[src/rtl/amp_i2c_pkg.sv]
`default_nettype none
// ============================================================================
// amp_i2c_pkg : shared constants for the amp config-bus I2C target
// Rev 1.0
// ============================================================================
package amp_i2c_pkg;

    localparam logic [2:0] S_IDLE     = 3'd0;
    localparam logic [2:0] S_DEV_ADDR = 3'd1;
    localparam logic [2:0] S_REG_ADDR = 3'd2;
    localparam logic [2:0] S_WR_DATA  = 3'd3;
    localparam logic [2:0] S_RD_DATA  = 3'd4;
    localparam logic [2:0] S_RD_ACK   = 3'd5;
    localparam logic [2:0] S_IGNORE   = 3'd6;

    localparam logic C_ACK  = 1'b0;
    localparam logic C_NACK = 1'b1;

    // Device address shared with the amp I2C master
    localparam logic [6:0] C_DEF_I2C_ADDR = 7'h20;

endpackage : amp_i2c_pkg
`default_nettype wire

[src/rtl/i2c_line_sync.sv]
`default_nettype none
// ============================================================================
// i2c_line_sync : 2-flop synchronizer + history flop, edge/START/STOP detect
// Rev 1.0
// ============================================================================
module i2c_line_sync (
    input  logic clk,
    input  logic rst_n,
    input  logic i_scl,
    input  logic i_sda,
    output logic o_scl_rise,
    output logic o_scl_fall,
    output logic o_start,
    output logic o_stop,
    output logic o_sda
);

    logic [1:0] r_scl_sync;
    logic [1:0] r_sda_sync;
    logic       r_scl_hist;
    logic       r_sda_hist;
    logic       w_scl;
    logic       w_sda;

    // Reset to the idle-bus level so no edge is seen on release
    always_ff @(posedge clk or negedge rst_n) begin
        if (!rst_n) begin
            r_scl_sync <= 2'b11;
            r_sda_sync <= 2'b11;
            r_scl_hist <= 1'b1;
            r_sda_hist <= 1'b1;
        end else begin
            r_scl_sync <= {r_scl_sync[0], i_scl};
            r_sda_sync <= {r_sda_sync[0], i_sda};
            r_scl_hist <= r_scl_sync[1];
            r_sda_hist <= r_sda_sync[1];
        end
    end

    assign w_scl      = r_scl_sync[1];
    assign w_sda      = r_sda_sync[1];
    assign o_sda      = w_sda;
    assign o_scl_rise = w_scl & ~r_scl_hist;
    assign o_scl_fall = ~w_scl & r_scl_hist;
    assign o_start    = w_scl & r_scl_hist & ~w_sda & r_sda_hist;
    assign o_stop     = w_scl & r_scl_hist & w_sda & ~r_sda_hist;

endmodule : i2c_line_sync
`default_nettype wire

[src/rtl/amp_i2c_slave.sv]
`default_nettype none
// ============================================================================
// amp_i2c_slave : I2C target with auto-incrementing pointer into a byte file
// Rev 1.0
// ============================================================================
module amp_i2c_slave
    import amp_i2c_pkg::*;
#(
    parameter logic [6:0] I2C_ADDR = C_DEF_I2C_ADDR,
    parameter int         REGS     = 64
) (
    input  logic              clk_in,
    input  logic              resetb,
    input  logic              scl,
    input  logic              sdai,
    output logic              sdao,
    output logic [8*REGS-1:0] reg_q,
    output logic              wr_stb,
    output logic [7:0]        wr_addr,
    output logic [7:0]        wr_data,
    output logic              busy
);

    localparam int         AW         = (REGS > 1) ? $clog2(REGS) : 1;
    localparam logic [8:0] c_regs_lim = 9'(REGS);

    logic          w_rise, w_fall, w_start, w_stop, w_sda;
    logic [2:0]    r_state, w_state_nx;
    logic [3:0]    r_cnt;
    logic [6:0]    r_shift;
    logic [7:0]    r_tx, r_ptr, r_wr_addr, r_wr_data;
    logic          r_sdao, r_stb;
    logic [7:0]    r_mem [REGS];
    logic [7:0]    w_byte, w_rd_byte;
    logic [AW-1:0] w_idx;
    logic          w_in_range;

    i2c_line_sync u_sync (
        .clk        (clk_in),
        .rst_n      (resetb),
        .i_scl      (scl),
        .i_sda      (sdai),
        .o_scl_rise (w_rise),
        .o_scl_fall (w_fall),
        .o_start    (w_start),
        .o_stop     (w_stop),
        .o_sda      (w_sda)
    );

    assign w_byte     = {r_shift, w_sda};
    assign w_idx      = r_ptr[AW-1:0];
    assign w_in_range = ({1'b0, r_ptr} < c_regs_lim);
    assign w_rd_byte  = w_in_range ? r_mem[w_idx] : 8'hFF;

    always_ff @(posedge clk_in or negedge resetb) begin
        if (!resetb) r_state <= S_IDLE;
        else         r_state <= w_state_nx;
    end

    // Transitions out of a byte happen on the 9th rise; the following fall
    // (r_cnt==9) then finishes the ACK slot in the new state.
    always_comb begin
        w_state_nx = r_state;
        if (w_start) begin
            w_state_nx = S_DEV_ADDR;
        end else if (w_stop) begin
            w_state_nx = S_IDLE;
        end else if (w_rise) begin
            case (r_state)
                S_DEV_ADDR: begin
                    if (r_cnt == 4'd7 && w_byte[7:1] != I2C_ADDR)
                        w_state_nx = S_IGNORE;
                    else if (r_cnt == 4'd8)
                        w_state_nx = r_shift[0] ? S_RD_DATA : S_REG_ADDR;
                end
                S_REG_ADDR: if (r_cnt == 4'd8) w_state_nx = S_WR_DATA;
                S_RD_ACK:   w_state_nx = w_sda ? S_IGNORE : S_RD_DATA;
                default:    w_state_nx = r_state;
            endcase
        end else if (w_fall && r_state == S_RD_DATA && r_cnt == 4'd8) begin
            w_state_nx = S_RD_ACK;
        end
    end

    always_comb begin
        busy    = (r_state != S_IDLE) && (r_state != S_IGNORE);
        sdao    = r_sdao;
        wr_stb  = r_stb;
        wr_addr = r_wr_addr;
        wr_data = r_wr_data;
    end

    always_ff @(posedge clk_in or negedge resetb) begin
        if (!resetb) begin
            r_cnt     <= '0;
            r_shift   <= '0;
            r_tx      <= '0;
            r_ptr     <= '0;
            r_sdao    <= C_NACK;
            r_stb     <= 1'b0;
            r_wr_addr <= '0;
            r_wr_data <= '0;
            for (int i = 0; i < REGS; i++) r_mem[i] <= '0;
        end else begin
            r_stb <= 1'b0;
            if (w_start) begin
                r_cnt  <= '0;
                r_sdao <= C_NACK;
            end else if (w_stop) begin
                r_sdao <= C_NACK;
            end else if (w_rise) begin
                if (r_cnt != 4'd9) r_cnt <= r_cnt + 4'd1;
                if (r_cnt < 4'd8)  r_shift <= w_byte[6:0];
                if (r_state == S_REG_ADDR && r_cnt == 4'd7) r_ptr <= w_byte;
                if (r_state == S_WR_DATA && r_cnt == 4'd7) begin
                    if (w_in_range) begin
                        r_mem[w_idx] <= w_byte;
                        r_stb        <= 1'b1;
                        r_wr_addr    <= r_ptr;
                        r_wr_data    <= w_byte;
                    end
                    r_ptr <= r_ptr + 8'd1;
                end
                if (r_state == S_RD_ACK && !w_sda) r_ptr <= r_ptr + 8'd1;
            end else if (w_fall) begin
                case (r_state)
                    S_DEV_ADDR, S_REG_ADDR, S_WR_DATA: begin
                        if (r_cnt == 4'd8) begin
                            r_sdao <= C_ACK;
                        end else if (r_cnt == 4'd9) begin
                            r_sdao <= C_NACK;
                            r_cnt  <= '0;
                        end
                    end
                    S_RD_DATA: begin
                        if (r_cnt == 4'd9) begin
                            r_sdao <= w_rd_byte[7];
                            r_tx   <= {w_rd_byte[6:0], 1'b0};
                            r_cnt  <= '0;
                        end else if (r_cnt == 4'd8) begin
                            r_sdao <= C_NACK;
                        end else if (r_cnt != 4'd0) begin
                            r_sdao <= r_tx[7];
                            r_tx   <= {r_tx[6:0], 1'b0};
                        end
                    end
                    default: r_sdao <= C_NACK;
                endcase
            end
        end
    end

    for (genvar g = 0; g < REGS; g++) begin : g_regq
        assign reg_q[8*g +: 8] = r_mem[g];
    end

endmodule : amp_i2c_slave
`default_nettype wire

[config.mk]
export PLATFORM = sky130hd
export DESIGN_NAME = amp_i2c_slave
export DESIGN_NICKNAME = d
export VERILOG_FILES = /design/src/rtl/amp_i2c_pkg.sv /design/src/rtl/i2c_line_sync.sv /design/src/rtl/amp_i2c_slave.sv
export SDC_FILE = /design/constraint.sdc
export NUM_CORES = 1
export LEC_CHECK = 0
export CORE_ASPECT_RATIO = 1.2
export CORE_MARGIN = 10
export CORE_UTILIZATION = 56
export CTS_BUF_LIST = sky130_fd_sc_hd__clkbuf_16
export CTS_CLUSTER_DIAMETER = 60
export DETAILED_ROUTE_END_ITERATION = 6
export MAX_ROUTING_LAYER = met4
export PLACE_DENSITY_LB_ADDON = 0.12
export SKIP_CTS_REPAIR_TIMING = 1
export SLEW_MARGIN = 25
export SYNTH_ARGS = -nofsm -noshare
export SYNTH_HDL_FRONTEND = slang
export SYNTH_HIERARCHICAL = 1
export SYNTH_SLANG_ARGS = --single-unit
export TNS_END_PERCENT = 10
[constraint.sdc]
create_clock -name clk_in -period 4.24 [get_ports clk_in]
set_input_delay 0.636 -clock clk_in [delete_from_list [all_inputs] [get_ports clk_in]]
set_output_delay 0.636 -clock clk_in [all_outputs]
set_load 0.005 [all_outputs]
==> flow_summary_export.csv <==
group,metric,value,unit
outcome,status,"completed",
floorplan,placementRows,87,
clock_tree,path_clk_slew,0.06,ns
setup_path,cp-start-kind,"register",
floorplan,design.die.area,56600,um^2
grt,grt_use_met2,0.596,
timing,setup_viol,0,
grt,grt_max_degree,90,
floorplan,fp.coreArea,47000,um^2
setup_path,reg2reg_slack,0.76,ns
logic_synthesis,yosysSeqAreaShare,0.532,
logic_synthesis,yosys-top-cells-area,"dfrtp_1 53%, mux2_2 24%, mux4_2 3.3%",
grt,grt_pass1_vias,21300,
clock_tree,cts_made_buffers,56,
floorplan,start_util,0.565,
routing,dr.pass1.iters,6,
logic_synthesis,yosys_warnings,6,
power_and_ir_drop,peakVddDrop,0.323,mV
layout,final_cell_mix,"576 x mux2_2, 548 x dfrtp_1, 533 x clkdlybuf4s50_1, 57 x nand2_1, 57 x clkbuf_16",
logic_synthesis,synth_edf_count,0,
timing,layout_min_cycle_time,3.48,ns
routing,first_iter_violations,2351,
setup_path,worstPathCellList,"and4b_1 > nor2_1 > nand2_1 > nor4_4 > buf_4 > and2_1 > nand2_2 > mux2_2",
grt,grt_pass1_wl,154,mm
clock_tree,cts_tree,"done",
logic_synthesis,syn_nets,1947,
setup_path,worstPathRequired,4.74,ns
timing,period_share,0.820,
routing,drc,0,
setup_path,cp_max_fo,8,
timing,worst_pin_slew,1.09,ns
layout,final_nets,2445,
timing,clock_skew,0.0282,ns
layout,diodes,0,
layout,drive_gt1_frac,0.346,
setup_path,r2r_cells,8,
routing,antenna_left,0,
placement,port-buffer-count,534,
clock_tree,insertion_delay,0.63,ns
logic_synthesis,ys.flop_type,"dfrtp_1",
grt,grt_overflow,0,
power_and_ir_drop,p_per_area,447,nW/um^2
logic_synthesis,postSynth.asyncResetShare,1.00,
timing,relSlewSlack,0.274,
grt,grt_use_met3,0.0872,
placement,gp_congestion,0.968,
timing,tns,0,ns
grt,antenna_found_initial,0,
timing,finalWorstSetupSlack,0.762,ns
clock_tree,root_buffer,"clkbuf_16",
layout,fill_cells,3311,
placement,dp_hpwl,75.4,mm
grt,gr-usage-all-layers,0.381,
routing,wirelength,107,mm
setup_path,worstSetupEndpointType,"register",
setup_path,slowest_stage,"and2_1",
routing,viasPerCell,6.60,
job,cap_violations,0,
logic_synthesis,syn_avg_cell_area,13.7,um^2
floorplan,ios,535,
setup_path,arrival,3.98,ns
power_and_ir_drop,power_leakage,16.0,nW
timing,hold_violations,0,
timing,rsz0062_at_grt,"no",
setup_path,critical_path_class,"register to register",
logic_synthesis,syn_area,26600,um^2
setup_path,max_stage_delay,0.88,ns
setup_path,r2r-start,"u_sync/r_sda_sync[1]",
logic_synthesis,synthCells,1939,
logic_synthesis,yosys.cell_types.count,69,
layout,final_common_cell,"mux2_2",
worst_hold_path,hold_class,"input port to asynchronous set/reset pin",
logic_synthesis,ys_seq_elements,565,
setup_path,r2r_end,"reg_q[261]",
routing,routedWlPerCell,34.5,um
layout,area_growth,29.4,%
routing,vias,20500,
clock_tree,cts_buffer_depth,3,
floorplan,die_h,259,um
clock_tree,cts_sinks,565,
logic_synthesis,yosysTopAreaCell,"dfrtp_1",
timing,drv_slew,0,
clock_tree,cts.htree.levels,2,
timing,fmax,0.287,GHz
grt,top_usage_layer,"met2",
logic_synthesis,synth_top_area_frac,0.525,
placement,post-place-ws,0.818,ns
grt,grtUsageMet1,0.457,
floorplan,fp.dieW,219,um
cells in the mapped netlist (all sizes together), types with 11 or more instances:
cell,number
mux2,586
dfrtp,558
clkbuf,95
nand2,92
nor2,76
a221oi,56
buf,53
a22oi,49
a21oi,48
mux2i,45
mux4,39
o21ai,38
nand3,22
o22ai,17
nor2b,13
nor3,11
cell type report:
type,instances,area (um^2),share of cell area
sequential,565,14200,0.412
multi-input combinational,1218,11800,0.343
timing repair buffer,588,5830,0.169
clock buffer,57,1430,0.0415
tap,623,779,0.0227
clock inverter,45,353,0.0103
inverter,8,30.0,0.000873
power breakdown:
part / switching, mW / internal (mW) / total, mW
logic: 3.38 / 1.12 / 4.50
registers: 0.409 / 5.53 / 5.94
clock network: 2.19 / 2.74 / 4.93
total: 5.98 / 9.39 / 15.4
worst max-delay path, delay by kind of cell, from the launching register on:
family	cells	cell delay, ns
AND/OR/NAND/NOR	6	2.19
buffers and inverters	1	0.24
flip-flops	1	0.54
multiplexers	1	0.38
stage by stage:
stage                     area [um^2]   util  power, mW  std cells  hold WS [ns]
after floorplan                 26600      -       8.37       1939         0.340
after global placement          32600  0.694       10.3       3002         0.377
after detailed placement        32600  0.694       10.3       3002         0.378
after CTS                       34400  0.731       15.2       3104        0.0653
after global routing            34400  0.732       15.7       3104        0.0712
final                           34400  0.732       15.4       3104        0.0207
state kept, by name (all words and copies together), names as in the netlist:
| signal | flops |
|---|---|
| reg_q | 512 |
| r_ptr | 8 |
| wr_addr | 8 |
| wr_data | 8 |
| r_shift | 7 |
| r_tx | 7 |
| r_cnt | 4 |
| r_state | 3 |
| u_sync/r_scl_sync | 2 |
| u_sync/r_sda_sync | 2 |
| sdao | 1 |
| u_sync/r_scl_hist | 1 |
| u_sync/r_sda_hist | 1 |
| wr_stb | 1 |
per-layer routing:
layer | routed length (um) | vias up
met5 | 0 | -
met3 | 10300 | 299
met4 | 6060 | 0
met2 | 51300 | 1229
met1 | 39300 | 10700
li1 | - | 8216
cell families (layout without fill, tap and decap cells):
group / count (synthesis) / count (layout) / synth area share
fa+ha+maj: 4 / 4 / 0.00188
buf+inv: 156 / 698 / 0.0248
flops: 565 / 565 / 0.532
simple gates: 264 / 264 / 0.0671
compound gates: 280 / 280 / 0.0758
mux: 670 / 670 / 0.298
worst max path at each step:
stage | cells past startpoint | end | from | slack [ns]
2_1_floorplan | 7 | reg_q[168] | u_sync/r_sda_sync[1] | 1.62
3_3_place_gp | 8 | reg_q[321] | u_sync/r_sda_sync[1] | 0.86
3_5_place_dp | 8 | reg_q[323] | u_sync/r_sda_sync[1] | 0.82
4_1_cts | 8 | reg_q[261] | u_sync/r_sda_sync[1] | 0.78
5_1_grt | 8 | reg_q[323] | u_sync/r_sda_sync[1] | 0.62
6_report | 8 | reg_q[261] | u_sync/r_sda_sync[1] | 0.76
(Power assumes the default switching activity.)
